<file path="src/rtl/ttt_pkg.sv">
// ttt_pkg: shared definitions for the tic-tac-toe controller.
//   - mark constants (EMPTY/P1/P2)
//   - controller state encoding (WAIT/SCAN/DONE)
//   - line-to-cell table (line_cells), scanned in index order 0..7
package ttt_pkg;

    localparam logic [1:0] EMPTY = 2'b00;
    localparam logic [1:0] P1    = 2'b01;
    localparam logic [1:0] P2    = 2'b10;

    localparam int NUM_CELLS = 9;
    localparam int NUM_LINES = 8;

    typedef enum logic [1:0] {
        WAIT = 2'd0,
        SCAN = 2'd1,
        DONE = 2'd2
    } state_e;

    // Cell indices of one line, packed as {c2, c1, c0}.
    function automatic logic [11:0] line_cells(input logic [2:0] idx);
        logic [11:0] r;
        case (idx)
            3'd0:    r = {4'd2, 4'd1, 4'd0};
            3'd1:    r = {4'd5, 4'd4, 4'd3};
            3'd2:    r = {4'd8, 4'd7, 4'd6};
            3'd3:    r = {4'd6, 4'd3, 4'd0};
            3'd4:    r = {4'd7, 4'd4, 4'd1};
            3'd5:    r = {4'd8, 4'd5, 4'd2};
            3'd6:    r = {4'd8, 4'd4, 4'd0};
            default: r = {4'd6, 4'd4, 4'd2};
        endcase
        return r;
    endfunction

endpackage

</file>
<file path="src/rtl/ttt_game_ctrl_winner_detect.sv">
// winner_detect: single-line checker.
//   a_i, b_i, c_i : the three cell marks of one line
//   winner_o      : all three equal and non-empty
//   who_o         : the winning mark, EMPTY when winner_o is low
module winner_detect
    import ttt_pkg::*;
(
    input  logic [1:0] a_i,
    input  logic [1:0] b_i,
    input  logic [1:0] c_i,
    output logic       winner_o,
    output logic [1:0] who_o
);

    assign winner_o = (a_i != EMPTY) && (a_i == b_i) && (b_i == c_i);
    assign who_o    = winner_o ? a_i : EMPTY;

endmodule

</file>
<file path="src/rtl/ttt_game_ctrl.sv">
// ttt_game_ctrl: tic-tac-toe game controller.
// Owns the board, accepts alternating moves over a valid/ready handshake and,
// after each accepted move, scans the 8 lines one per cycle through a single
// winner_detect instance.
// Ports:
//   clk, rst_n            clock, async active-low reset
//   new_game              synchronous clear, highest priority
//   move_valid/player/cell  move request; move_ready high only in WAIT
//   move_ack / move_err   1-cycle accept / reject pulses
//   board, turn           board (cell i = board[2i+1:2i]) and next mark
//   game_over, winner, draw  result
// Optional: define SCORE_COUNT_EN to add saturating p1_wins/p2_wins/draws
// counters (cleared by rst_n only).
module ttt_game_ctrl
    import ttt_pkg::*;
#(
    parameter logic [1:0] FIRST_PLAYER = 2'b01,
    parameter int         CNT_W        = 8
) (
    input  logic        clk,
    input  logic        rst_n,
    input  logic        new_game,
    input  logic        move_valid,
    input  logic [1:0]  move_player,
    input  logic [3:0]  move_cell,
    output logic        move_ready,
    output logic        move_ack,
    output logic        move_err,
    output logic [17:0] board,
    output logic [1:0]  turn,
    output logic        game_over,
    output logic [1:0]  winner,
    output logic        draw
`ifdef SCORE_COUNT_EN
    ,
    output logic [CNT_W-1:0] p1_wins,
    output logic [CNT_W-1:0] p2_wins,
    output logic [CNT_W-1:0] draws
`endif
);

    if (CNT_W < 1) begin : g_bad_cnt_w
        $error("CNT_W must be at least 1");
    end

    function automatic logic [1:0] cell_at(input logic [17:0] brd, input logic [3:0] idx);
        return brd[{idx, 1'b0} +: 2];
    endfunction

    state_e      state_q, state_d;
    logic [17:0] board_q, board_d;
    logic [1:0]  turn_q, turn_d;
    logic [3:0]  cnt_q, cnt_d;
    logic [2:0]  line_q, line_d;
    logic        ack_q, ack_d, err_q, err_d;
    logic        over_q, over_d, draw_q, draw_d;
    logic [1:0]  winner_q, winner_d;
    // Registered checker result: the decision for line k is taken one cycle
    // after that line was presented to the checker.
    logic        chk_vld_q, chk_vld_d, chk_hit_q, chk_hit_d, chk_last_q, chk_last_d;
    logic [1:0]  chk_who_q, chk_who_d;

    logic [11:0] cells;
    logic        hit;
    logic [1:0]  who;
    logic        legal;

    assign cells = line_cells(line_q);

    winner_detect u_chk (
        .a_i      (cell_at(board_q, cells[3:0])),
        .b_i      (cell_at(board_q, cells[7:4])),
        .c_i      (cell_at(board_q, cells[11:8])),
        .winner_o (hit),
        .who_o    (who)
    );

    assign legal = (move_player == turn_q) && (move_cell <= 4'd8) &&
                   (cell_at(board_q, move_cell) == EMPTY);

    always_comb begin
        state_d    = state_q;
        board_d    = board_q;
        turn_d     = turn_q;
        cnt_d      = cnt_q;
        line_d     = line_q;
        ack_d      = 1'b0;
        err_d      = 1'b0;
        over_d     = over_q;
        winner_d   = winner_q;
        draw_d     = draw_q;
        chk_vld_d  = 1'b0;
        chk_hit_d  = hit;
        chk_who_d  = who;
        chk_last_d = (line_q == 3'd7);

        if (new_game) begin
            state_d  = WAIT;
            board_d  = '0;
            turn_d   = FIRST_PLAYER;
            cnt_d    = '0;
            line_d   = '0;
            over_d   = 1'b0;
            winner_d = EMPTY;
            draw_d   = 1'b0;
        end else begin
            case (state_q)
                WAIT: begin
                    if (move_valid) begin
                        if (legal) begin
                            board_d[{move_cell, 1'b0} +: 2] = move_player;
                            cnt_d   = cnt_q + 4'd1;
                            ack_d   = 1'b1;
                            line_d  = '0;
                            state_d = SCAN;
                        end else begin
                            err_d = 1'b1;
                        end
                    end
                end
                SCAN: begin
                    chk_vld_d = 1'b1;
                    line_d    = line_q + 3'd1;
                    if (chk_vld_q) begin
                        if (chk_hit_q) begin
                            winner_d = chk_who_q;
                            over_d   = 1'b1;
                            state_d  = DONE;
                        end else if (chk_last_q) begin
                            if (cnt_q == 4'd9) begin
                                draw_d  = 1'b1;
                                over_d  = 1'b1;
                                state_d = DONE;
                            end else begin
                                turn_d  = (turn_q == P1) ? P2 : P1;
                                state_d = WAIT;
                            end
                        end
                    end
                end
                default: ;
            endcase
        end
    end

    always_ff @(posedge clk or negedge rst_n) begin
        if (!rst_n) begin
            state_q    <= WAIT;
            board_q    <= '0;
            turn_q     <= FIRST_PLAYER;
            cnt_q      <= '0;
            line_q     <= '0;
            ack_q      <= 1'b0;
            err_q      <= 1'b0;
            over_q     <= 1'b0;
            winner_q   <= EMPTY;
            draw_q     <= 1'b0;
            chk_vld_q  <= 1'b0;
            chk_hit_q  <= 1'b0;
            chk_who_q  <= EMPTY;
            chk_last_q <= 1'b0;
        end else begin
            state_q    <= state_d;
            board_q    <= board_d;
            turn_q     <= turn_d;
            cnt_q      <= cnt_d;
            line_q     <= line_d;
            ack_q      <= ack_d;
            err_q      <= err_d;
            over_q     <= over_d;
            winner_q   <= winner_d;
            draw_q     <= draw_d;
            chk_vld_q  <= chk_vld_d;
            chk_hit_q  <= chk_hit_d;
            chk_who_q  <= chk_who_d;
            chk_last_q <= chk_last_d;
        end
    end

    assign move_ready = (state_q == WAIT);
    assign move_ack   = ack_q;
    assign move_err   = err_q;
    assign board      = board_q;
    assign turn       = turn_q;
    assign game_over  = over_q;
    assign winner     = winner_q;
    assign draw       = draw_q;

`ifdef SCORE_COUNT_EN
    logic [CNT_W-1:0] p1_q, p2_q, dr_q;
    logic             enter_done;

    // new_game forces WAIT, so a cleared cycle never counts as an entry.
    assign enter_done = (state_d == DONE) && (state_q != DONE);

    always_ff @(posedge clk or negedge rst_n) begin
        if (!rst_n) begin
            p1_q <= '0;
            p2_q <= '0;
            dr_q <= '0;
        end else if (enter_done) begin
            if (draw_d && !(&dr_q))                 dr_q <= dr_q + 1'b1;
            if (winner_d == P1 && !(&p1_q))         p1_q <= p1_q + 1'b1;
            if (winner_d == P2 && !(&p2_q))         p2_q <= p2_q + 1'b1;
        end
    end

    assign p1_wins = p1_q;
    assign p2_wins = p2_q;
    assign draws   = dr_q;
`endif

endmodule

</file>
<file path="config.mk">
export PLATFORM = sky130hd
export DESIGN_NAME = ttt_game_ctrl
export DESIGN_NICKNAME = d
export VERILOG_FILES = /design/src/rtl/ttt_pkg.sv /design/src/rtl/ttt_game_ctrl_winner_detect.sv /design/src/rtl/ttt_game_ctrl.sv
export SDC_FILE = /design/constraint.sdc
export NUM_CORES = 1
export LEC_CHECK = 0
export ABC_AREA = 0
export BUFFER_PORTS_ARGS = -buffer_cell sky130_fd_sc_hd__buf_2
export CAP_MARGIN = 20
export CORE_UTILIZATION = 60
export DETAILED_ROUTE_END_ITERATION = 6
export PLACE_DENSITY = 0.91
export SLEW_MARGIN = 40
export SYNTH_ARGS = -nofsm -noshare
export SYNTH_HDL_FRONTEND = slang
export SYNTH_SLANG_ARGS = --single-unit
</file>
<file path="constraint.sdc">
create_clock -name clk -period 8.1 [get_ports clk]
set_input_delay 1.62 -clock clk [delete_from_list [all_inputs] [get_ports clk]]
set_output_delay 1.62 -clock clk [all_outputs]
set_load 0.05 [all_outputs]
</file>
==> results of run 1 <==
==> placed cells by master, fill, tap and decap left out, types with 3 or more instances in the layout <==
master	Yosys	final
a21oi_1	21	21
a31o_2	5	5
a31oi_1	5	5
and2_1	3	3
and3_1	10	10
buf_2	1	35
clkbuf_8	0	5
dfrtp_1	39	39
ha_1	12	12
inv_1	12	12
mux2i_1	16	16
mux4_2	5	5
nand2_1	27	27
nand3_1	14	14
nand4_1	3	3
nor2_1	41	41
nor2b_1	4	4
nor3_1	6	6
nor4b_1	3	3
o21ai_0	15	15
o22ai_1	3	3
or3_1	3	3
xnor2_1	3	3
xor2_1	4	4
==> layout make-up <==
| cell class | count | share of cell area (%) |
|---|---|---|
| Clock buffer | 5 | 2.20 |
| Multi-Input combinational cell | 244 | 54.8 |
| Tap cell | 52 | 2.08 |
| Timing Repair Buffer | 36 | 5.85 |
| Clock inverter | 3 | 1.48 |
| Inverter | 12 | 1.44 |
| Sequential cell | 40 | 32.1 |
==> stage by stage <==
stage / total power [uW] / setup WS (ns) / cells / area [um2] / utilization (%)
6_report: 459 / 4.52 / 392 / 3120 / 70.3
5_1_grt: 476 / 4.38 / 392 / 3120 / 70.3
4_1_cts: 459 / 4.53 / 392 / 3120 / 70.3
3_5_place_dp: 291 / 4.29 / 384 / 3010 / 67.7
3_3_place_gp: 289 / 4.40 / 384 / 3010 / 67.6
2_1_floorplan: 271 / 4.69 / 308 / 2830 / -
==> flip-flops by register name (all words and copies together), names as in the netlist <==
signal      count
cnt_q           4
move_ack        1
game_over       1
state_q         2
chk_last_q      1
turn            2
chk_hit_q       1
move_err        1
line_q          3
winner          2
chk_vld_q       1
draw            1
board          18
chk_who_q       2
==> per-layer routing <==
metal	track usage (%)	wire length (um)	up-vias
met2	51.7	3600	134
met4	13.6	261	0
met1	38.4	2940	1254
met3	4.84	518	29
li1	-	-	1176
met5	0	0	-
==> logic make-up after synthesis <==
kind of cell               Yosys count
and+or+nand+nor                    130
AOI/OAI and AO/OA                   71
DFF                                 40
buffers and inverters               24
muxes                               24
adders and majority gates           12
xor gates and xnor gates             7
==> power groups by stage <==
stage	Clock (uW)	Sequential [uW]	Combinational, uW
after floorplan	0	218	52.7
after global placement	0	211	77.7
after detailed placement	0	211	79.8
after CTS	171	207	80.2
after global routing	180	208	88.1
final	171	208	81.2
==> worst max-delay path: stages <==
cell and delay (ns):
buf_2 0.19, nor3_1 0.24, a21oi_1 0.06, mux4_2 0.48, o22ai_2 0.23, and3_1 0.42, nand3_1 0.22, a31o_2 0.30
==> worst paths after layout <==
| check | from | to | slack [ns] | depth (start not counted) |
|---|---|---|---|---|
| worst max-delay path | move_cell[0] | board[6]$_DFFE_PN0P_ | 4.52 | 8 |
| worst min-delay path | game_over$_DFFE_PN0P_ | game_over$_DFFE_PN0P_ | 0.50 | 2 |
| worst max register to register | line_q[0]$_DFFE_PN0P_ | chk_hit_q$_DFF_PN0_ | 4.98 | 9 |
| worst min register to register | game_over$_DFFE_PN0P_ | game_over$_DFFE_PN0P_ | 0.50 | 2 |
| max in group asynchronous | rst_n | turn[0]$_DFFE_PN1P_ | 6.44 | 1 |
| min in group asynchronous | rst_n | board[14]$_DFFE_PN0P_ | 1.28 | 1 |
==> impl_metrics.xml, run 1 <==
<?xml version="1.0" encoding="UTF-8"?>
<metrics>
  <group name="setup_path">
    <metric name="criticalPathCategory" unit="">in -&gt; reg</metric>
    <metric name="crit_path_start_kind" unit="">input port</metric>
    <metric name="worstSetupEndpointType" unit="">flop</metric>
    <metric name="timing.critical_path.arrival" unit="ns">3.77</metric>
    <metric name="critical_path_required" unit="ns">8.29</metric>
    <metric name="critPathMaxFanout" unit="">16</metric>
  </group>
  <group name="clocking">
    <metric name="cts.root.buffer_cell" unit="">clkbuf_8</metric>
    <metric name="cts_resized" unit="">0</metric>
    <metric name="cts_max_level" unit="">2</metric>
    <metric name="tritoncts" unit="">yes</metric>
    <metric name="post_cts.repair.setup_buffers" unit="">0</metric>
    <metric name="post_cts_hold_buffer_count" unit="">0</metric>
    <metric name="clkTransAtPathRegs" unit="ns">0.09</metric>
    <metric name="clk_latency" unit="ns">0.30</metric>
    <metric name="clock_path_buffers" unit="">2</metric>
    <metric name="tritoncts_num_sinks" unit="">40</metric>
    <metric name="tritoncts.num_buffers" unit="">5</metric>
  </group>
  <group name="timing">
    <metric name="final_min_period_over_clock_period" unit="%">44.2</metric>
    <metric name="finalClockSkew" unit="ns">0.0110</metric>
    <metric name="fin_setup_tns" unit="ns">0</metric>
    <metric name="worst_slew_margin_rel" unit="%">50.6</metric>
    <metric name="achievable-frequency" unit="GHz">0.279</metric>
    <metric name="fin_hold_ws" unit="ns">0.503</metric>
    <metric name="hold_viol_final" unit="">0</metric>
    <metric name="worst-slew-pin-transition" unit="ns">0.741</metric>
    <metric name="grt_setup_unrepaired" unit="">false</metric>
    <metric name="timing.final.max_slew_violations" unit="">0</metric>
    <metric name="setup_viol" unit="">0</metric>
    <metric name="finalCriticalPeriod" unit="ns">3.58</metric>
  </group>
  <group name="route">
    <metric name="drt_wl_total" unit="um">7320</metric>
    <metric name="drt_iter0_markers" unit="">330</metric>
    <metric name="route.detailed.drc" unit="">0</metric>
    <metric name="vias_per_cell" unit="">6.61</metric>
    <metric name="drt-wirelength-per-cell" unit="um">18.7</metric>
    <metric name="postRouteAntennaNets" unit="">0</metric>
    <metric name="detailed_routing_iteration_count_for_the_pre_antenna_repair_pass" unit="">5</metric>
    <metric name="dr_total_vias" unit="">2593</metric>
  </group>
  <group name="synth">
    <metric name="post-synth-top-count-cell" unit="">nor2_1</metric>
    <metric name="number_of_enable_type_register_cells_in_the_synthesized_netlist" unit="">0</metric>
    <metric name="async_flop_share" unit="%">100</metric>
    <metric name="synth-simple-area-share" unit="%">24.1</metric>
    <metric name="dominantRegCellSynth" unit="">dfrtp_1</metric>
    <metric name="synthesis.nets" unit="">330</metric>
    <metric name="yosys.area_share.xor_xnor" unit="%">2.17</metric>
    <metric name="synth_fa_ha_area_share" unit="%">5.31</metric>
    <metric name="synthTopCellsByArea" unit="">dfrtp_1, mux2i_1, nor2_1, ha_1, mux4_2</metric>
    <metric name="synth_warnings" unit="">0</metric>
    <metric name="synth_top_area_share" unit="%">34.5</metric>
    <metric name="yosysSeqAreaShare" unit="%">35.4</metric>
    <metric name="syn-instance-count" unit="">308</metric>
    <metric name="post_synth_instance_area" unit="um2">2830</metric>
    <metric name="synth-seq-cells" unit="">40</metric>
    <metric name="netlist-cell-type-count" unit="">61</metric>
    <metric name="synth_top_family_by_area" unit="">simple AND/OR/NAND/NOR gates</metric>
    <metric name="commonest_cells_in_the_synthesized_netlist" unit="">nor2_1, dfrtp_1, nand2_1</metric>
    <metric name="synth-compound-area-share" unit="%">17.6</metric>
    <metric name="synth_top_cell_by_area" unit="">dfrtp_1</metric>
    <metric name="synth_area_per_cell" unit="um2">9.18</metric>
    <metric name="synth.mux.area_fraction" unit="%">11.4</metric>
  </group>
  <group name="die">
    <metric name="placementRows" unit="">24</metric>
    <metric name="chipHeight" unit="um">70.7</metric>
    <metric name="io_pins" unit="">37</metric>
    <metric name="initial_utilization" unit="%">63.7</metric>
    <metric name="die-area" unit="um2">4990</metric>
    <metric name="core_area" unit="um2">4440</metric>
    <metric name="die_width" unit="um">70.7</metric>
  </group>
  <group name="grt">
    <metric name="grt-ovfl-total" unit="">0</metric>
    <metric name="grt_antenna_before_repair" unit="">0</metric>
    <metric name="number_of_global_route_vias_before_repair" unit="">2467</metric>
    <metric name="grt_util_all_layers" unit="%">30.3</metric>
    <metric name="grt_start_max_net_pins" unit="">41</metric>
    <metric name="grt_first_pass_wirelength" unit="um">11700</metric>
  </group>
  <group name="power">
    <metric name="power.static_leakage" unit="uW">0.00147</metric>
    <metric name="combinationalPowerShare" unit="%">17.7</metric>
    <metric name="seq_power_share" unit="%">45.2</metric>
    <metric name="psw" unit="uW">135</metric>
    <metric name="clkPwrFrac" unit="%">37.1</metric>
    <metric name="power_density" unit="nW/um2">147</metric>
    <metric name="cellInternalPower" unit="uW">324</metric>
    <metric name="switching_share_of_power" unit="%">29.5</metric>
    <metric name="ir_worst_vdd" unit="uV">135</metric>
  </group>
  <group name="final_layout">
    <metric name="regArea" unit="um2">1000</metric>
    <metric name="drive_above_1_share" unit="%">21.5</metric>
    <metric name="final.fill_count" unit="">345</metric>
    <metric name="area.growth.synth_to_final" unit="%">10.4</metric>
    <metric name="fin_nets" unit="">361</metric>
    <metric name="n_antenna_cell" unit="">0</metric>
    <metric name="multiInputGateArea" unit="um2">1710</metric>
  </group>
  <group name="worst_hold_path">
    <metric name="hold_class" unit="">reg -&gt; reg</metric>
  </group>
  <group name="placement">
    <metric name="detailedPlacementHpwl" unit="um">5150</metric>
    <metric name="gp_congestion" unit="">0.868</metric>
    <metric name="numPortBuffers" unit="">36</metric>
  </group>
  <group name="status">
    <metric name="status" unit="">finished clean</metric>
  </group>
  <group name="run">
    <metric name="cap_viol_max_count" unit="">0</metric>
  </group>
</metrics>
(Power assumes the default switching activity.)
==> run 2: changes to the inputs <==
CORE_UTILIZATION = 53   (was 60)
PLACE_DENSITY = 0.86   (was 0.91)
clock period = 3.1 ns   (was 8.1 ns; I/O delays follow)
==> run 2 against run 1 <==
Compared with the run above:
- first-iteration DRC count fell by 46%
- cell area up 2.0%
- global-route usage decreased by 1.3 points
- combinational power increased to 2.6 times the previous value
- register-to-register slack worse by 4.8 ns
- clock skew down 0.00059 ns
- via count down 0.50%
- sequential power grew to 2.6 times the previous value
- critical path type is now reg -> reg
- non-clock buffer count is 5 higher
- sequential share of layout area fell by 0.63 points
- clock-buffer cell count unchanged
- worst setup slack worse by 4.4 ns
==> impl_metrics.xml, run 2 (synthesis results as in run 1) <==
<?xml version="1.0" encoding="UTF-8"?>
<metrics>
  <group name="status">
    <metric name="status" unit="">finished clean</metric>
  </group>
  <group name="die">
    <metric name="initial_utilization" unit="%">55.0</metric>
    <metric name="die_width" unit="um">75.1</metric>
    <metric name="die-area" unit="um2">5630</metric>
    <metric name="io_pins" unit="">37</metric>
    <metric name="chipHeight" unit="um">75.1</metric>
    <metric name="placementRows" unit="">26</metric>
    <metric name="core_area" unit="um2">5140</metric>
  </group>
  <group name="final_layout">
    <metric name="final_cells" unit="">415</metric>
    <metric name="layout_commonest_cell" unit="">nor2_1</metric>
    <metric name="fin_nets" unit="">366</metric>
    <metric name="final.fill_count" unit="">456</metric>
    <metric name="n_antenna_cell" unit="">0</metric>
    <metric name="top_library_cells_by_usage_in_the_layout_fill_and_taps_aside" unit="">nor2_1, dfrtp_1, buf_2</metric>
    <metric name="largest_reg_flops" unit="">18</metric>
    <metric name="drive_above_1_share" unit="%">23.2</metric>
    <metric name="area.growth.synth_to_final" unit="%">12.6</metric>
  </group>
  <group name="timing">
    <metric name="setup_viol" unit="">0</metric>
    <metric name="finalClockSkew" unit="ns">0.0104</metric>
    <metric name="fin_setup_tns" unit="ns">0</metric>
    <metric name="hold_viol_final" unit="">0</metric>
    <metric name="final_min_period_over_clock_period" unit="%">94.7</metric>
    <metric name="worst-slew-pin-transition" unit="ns">0.617</metric>
    <metric name="timing.final.max_slew_violations" unit="">0</metric>
    <metric name="finalCriticalPeriod" unit="ns">2.94</metric>
    <metric name="achievable-frequency" unit="GHz">0.340</metric>
    <metric name="worst_slew_margin_rel" unit="%">58.9</metric>
    <metric name="grt_setup_unrepaired" unit="">false</metric>
    <metric name="fin_ws" unit="ns">0.163</metric>
  </group>
  <group name="setup_path">
    <metric name="rrSetupSlack" unit="ns">0.16</metric>
    <metric name="worstSetupEndpointType" unit="">flop</metric>
    <metric name="criticalPathCategory" unit="">reg -&gt; reg</metric>
    <metric name="critical_path_buf_inv_count" unit="">1</metric>
    <metric name="critPathMaxStageDelay" unit="ns">0.58</metric>
    <metric name="critPathMaxFanout" unit="">7</metric>
    <metric name="crit_path_start_kind" unit="">flop</metric>
    <metric name="crit-reg2reg-launch" unit="">line_q[0]$_DFFE_PN0P_</metric>
    <metric name="timing.critical_path.arrival" unit="ns">3.12</metric>
    <metric name="path_cells" unit="">inv_1 &gt; ha_1 &gt; nand2b_4 &gt; a2111oi_4 &gt; mux4_1 &gt; o311a_1 &gt; o211ai_2 &gt; a21boi_2 &gt; o22ai_1</metric>
    <metric name="critical_path_required" unit="ns">3.28</metric>
    <metric name="r2r_cells" unit="">9</metric>
    <metric name="worst_path_dominant_cell_family" unit="">compound AO/OA/AOI/OAI gates</metric>
    <metric name="worst_r2r_endpoint" unit="">chk_hit_q$_DFF_PN0_</metric>
    <metric name="critical-path-slowest-cell" unit="">mux4_1</metric>
  </group>
  <group name="route">
    <metric name="postRouteAntennaNets" unit="">0</metric>
    <metric name="dr_total_vias" unit="">2580</metric>
    <metric name="drt_iter0_markers" unit="">177</metric>
    <metric name="vias_per_cell" unit="">6.22</metric>
    <metric name="detailed_routing_iteration_count_for_the_pre_antenna_repair_pass" unit="">5</metric>
    <metric name="route.detailed.drc" unit="">0</metric>
    <metric name="drt-wirelength-per-cell" unit="um">17.6</metric>
    <metric name="drt_wl_total" unit="um">7300</metric>
  </group>
  <group name="clocking">
    <metric name="tritoncts_num_sinks" unit="">40</metric>
    <metric name="post_cts_hold_buffer_count" unit="">0</metric>
    <metric name="cts.root.buffer_cell" unit="">clkbuf_8</metric>
    <metric name="tritoncts" unit="">yes</metric>
    <metric name="clkTransAtPathRegs" unit="ns">0.09</metric>
    <metric name="clk_latency" unit="ns">0.31</metric>
    <metric name="clock_path_buffers" unit="">2</metric>
    <metric name="tritoncts.num_buffers" unit="">5</metric>
    <metric name="cts_max_level" unit="">2</metric>
  </group>
  <group name="worst_hold_path">
    <metric name="hold_class" unit="">in -&gt; async</metric>
  </group>
  <group name="grt">
    <metric name="grt_antenna_before_repair" unit="">0</metric>
    <metric name="grt_start_max_net_pins" unit="">41</metric>
    <metric name="grt_util_all_layers" unit="%">29.0</metric>
    <metric name="grt_first_pass_wirelength" unit="um">11900</metric>
    <metric name="grt-ovfl-total" unit="">0</metric>
    <metric name="number_of_global_route_vias_before_repair" unit="">2479</metric>
  </group>
  <group name="placement">
    <metric name="gp_congestion" unit="">0.928</metric>
    <metric name="numPortBuffers" unit="">36</metric>
    <metric name="detailedPlacementHpwl" unit="um">5220</metric>
    <metric name="post-place-ws" unit="ns">0.169</metric>
    <metric name="dp_cells" unit="">407</metric>
  </group>
  <group name="power">
    <metric name="power_density" unit="nW/um2">374</metric>
    <metric name="power.static_leakage" unit="uW">0.00149</metric>
    <metric name="ir_worst_vdd" unit="uV">313</metric>
  </group>
  <group name="run">
    <metric name="cap_viol_max_count" unit="">0</metric>
  </group>
</metrics>
run 2: changes by cell type in the layout (fill, tap and decap cells not counted), sizes merged:
cell	change
inv	-1
clkinv	+1
buf	+5
run 2: worst max path at each step:
| stage | from | end | slack (ns) | cells after the start |
|---|---|---|---|---|
| after detailed placement | line_q[0]$_DFFE_PN0P_ | chk_hit_q$_DFF_PN0_ | 0.17 | 10 |
| after floorplan | line_q[0]$_DFFE_PN0P_ | chk_hit_q$_DFF_PN0_ | 0.31 | 9 |
| after global routing | line_q[0]$_DFFE_PN0P_ | chk_hit_q$_DFF_PN0_ | 0.02 | 9 |
| after global placement | line_q[0]$_DFFE_PN0P_ | chk_hit_q$_DFF_PN0_ | 0.32 | 9 |
| after CTS | line_q[0]$_DFFE_PN0P_ | chk_hit_q$_DFF_PN0_ | 0.14 | 10 |
| final | line_q[0]$_DFFE_PN0P_ | chk_hit_q$_DFF_PN0_ | 0.16 | 9 |
run 2: what timing repair did:
item,in CTS,in global routing
setup buffers,0,0
gates resized for setup,0,2
setup endpoints to repair,0,3
hold endpoints to repair,0,0
run 2: report_power, final:
group / switching, uW / internal [uW]
combinational: 139 / 76.3
sequential: 11.5 / 531
clock: 195 / 238
run 2: final cells by class:
cell class / instances / area (um2) / share of cell area, %
multi-input combinational: 244 / 1720 / 54.0
tap: 70 / 87.6 / 2.75
sequential: 40 / 1000 / 31.5
timing repair buffer: 41 / 220 / 6.91
clock buffer: 5 / 68.8 / 2.16
clock inverter: 3 / 42.5 / 1.34
inverter: 12 / 45.0 / 1.41
run 2: through the flow:
step | util [%] | cell area (um2) | total power [uW] | hold WS (ns)
after global routing | 62.0 | 3190 | 1240 | 0.317
after detailed placement | 59.7 | 3070 | 764 | 0.489
after CTS | 61.9 | 3180 | 1190 | 0.294
final | 62.0 | 3190 | 1190 | 0.278
after global placement | 59.6 | 3070 | 758 | 0.479
after floorplan | - | 2830 | 708 | 0.324
run 2: per-layer routing:
metal / vias to the layer above / GRT usage (%) / part of all wire [%]
met4: 0 / 17.6 / 4.3
li1: 1191 / - / -
met2: 124 / 44.0 / 46
met5: - / 0 / 0
met3: 32 / 5.49 / 7.2
met1: 1233 / 38.5 / 42
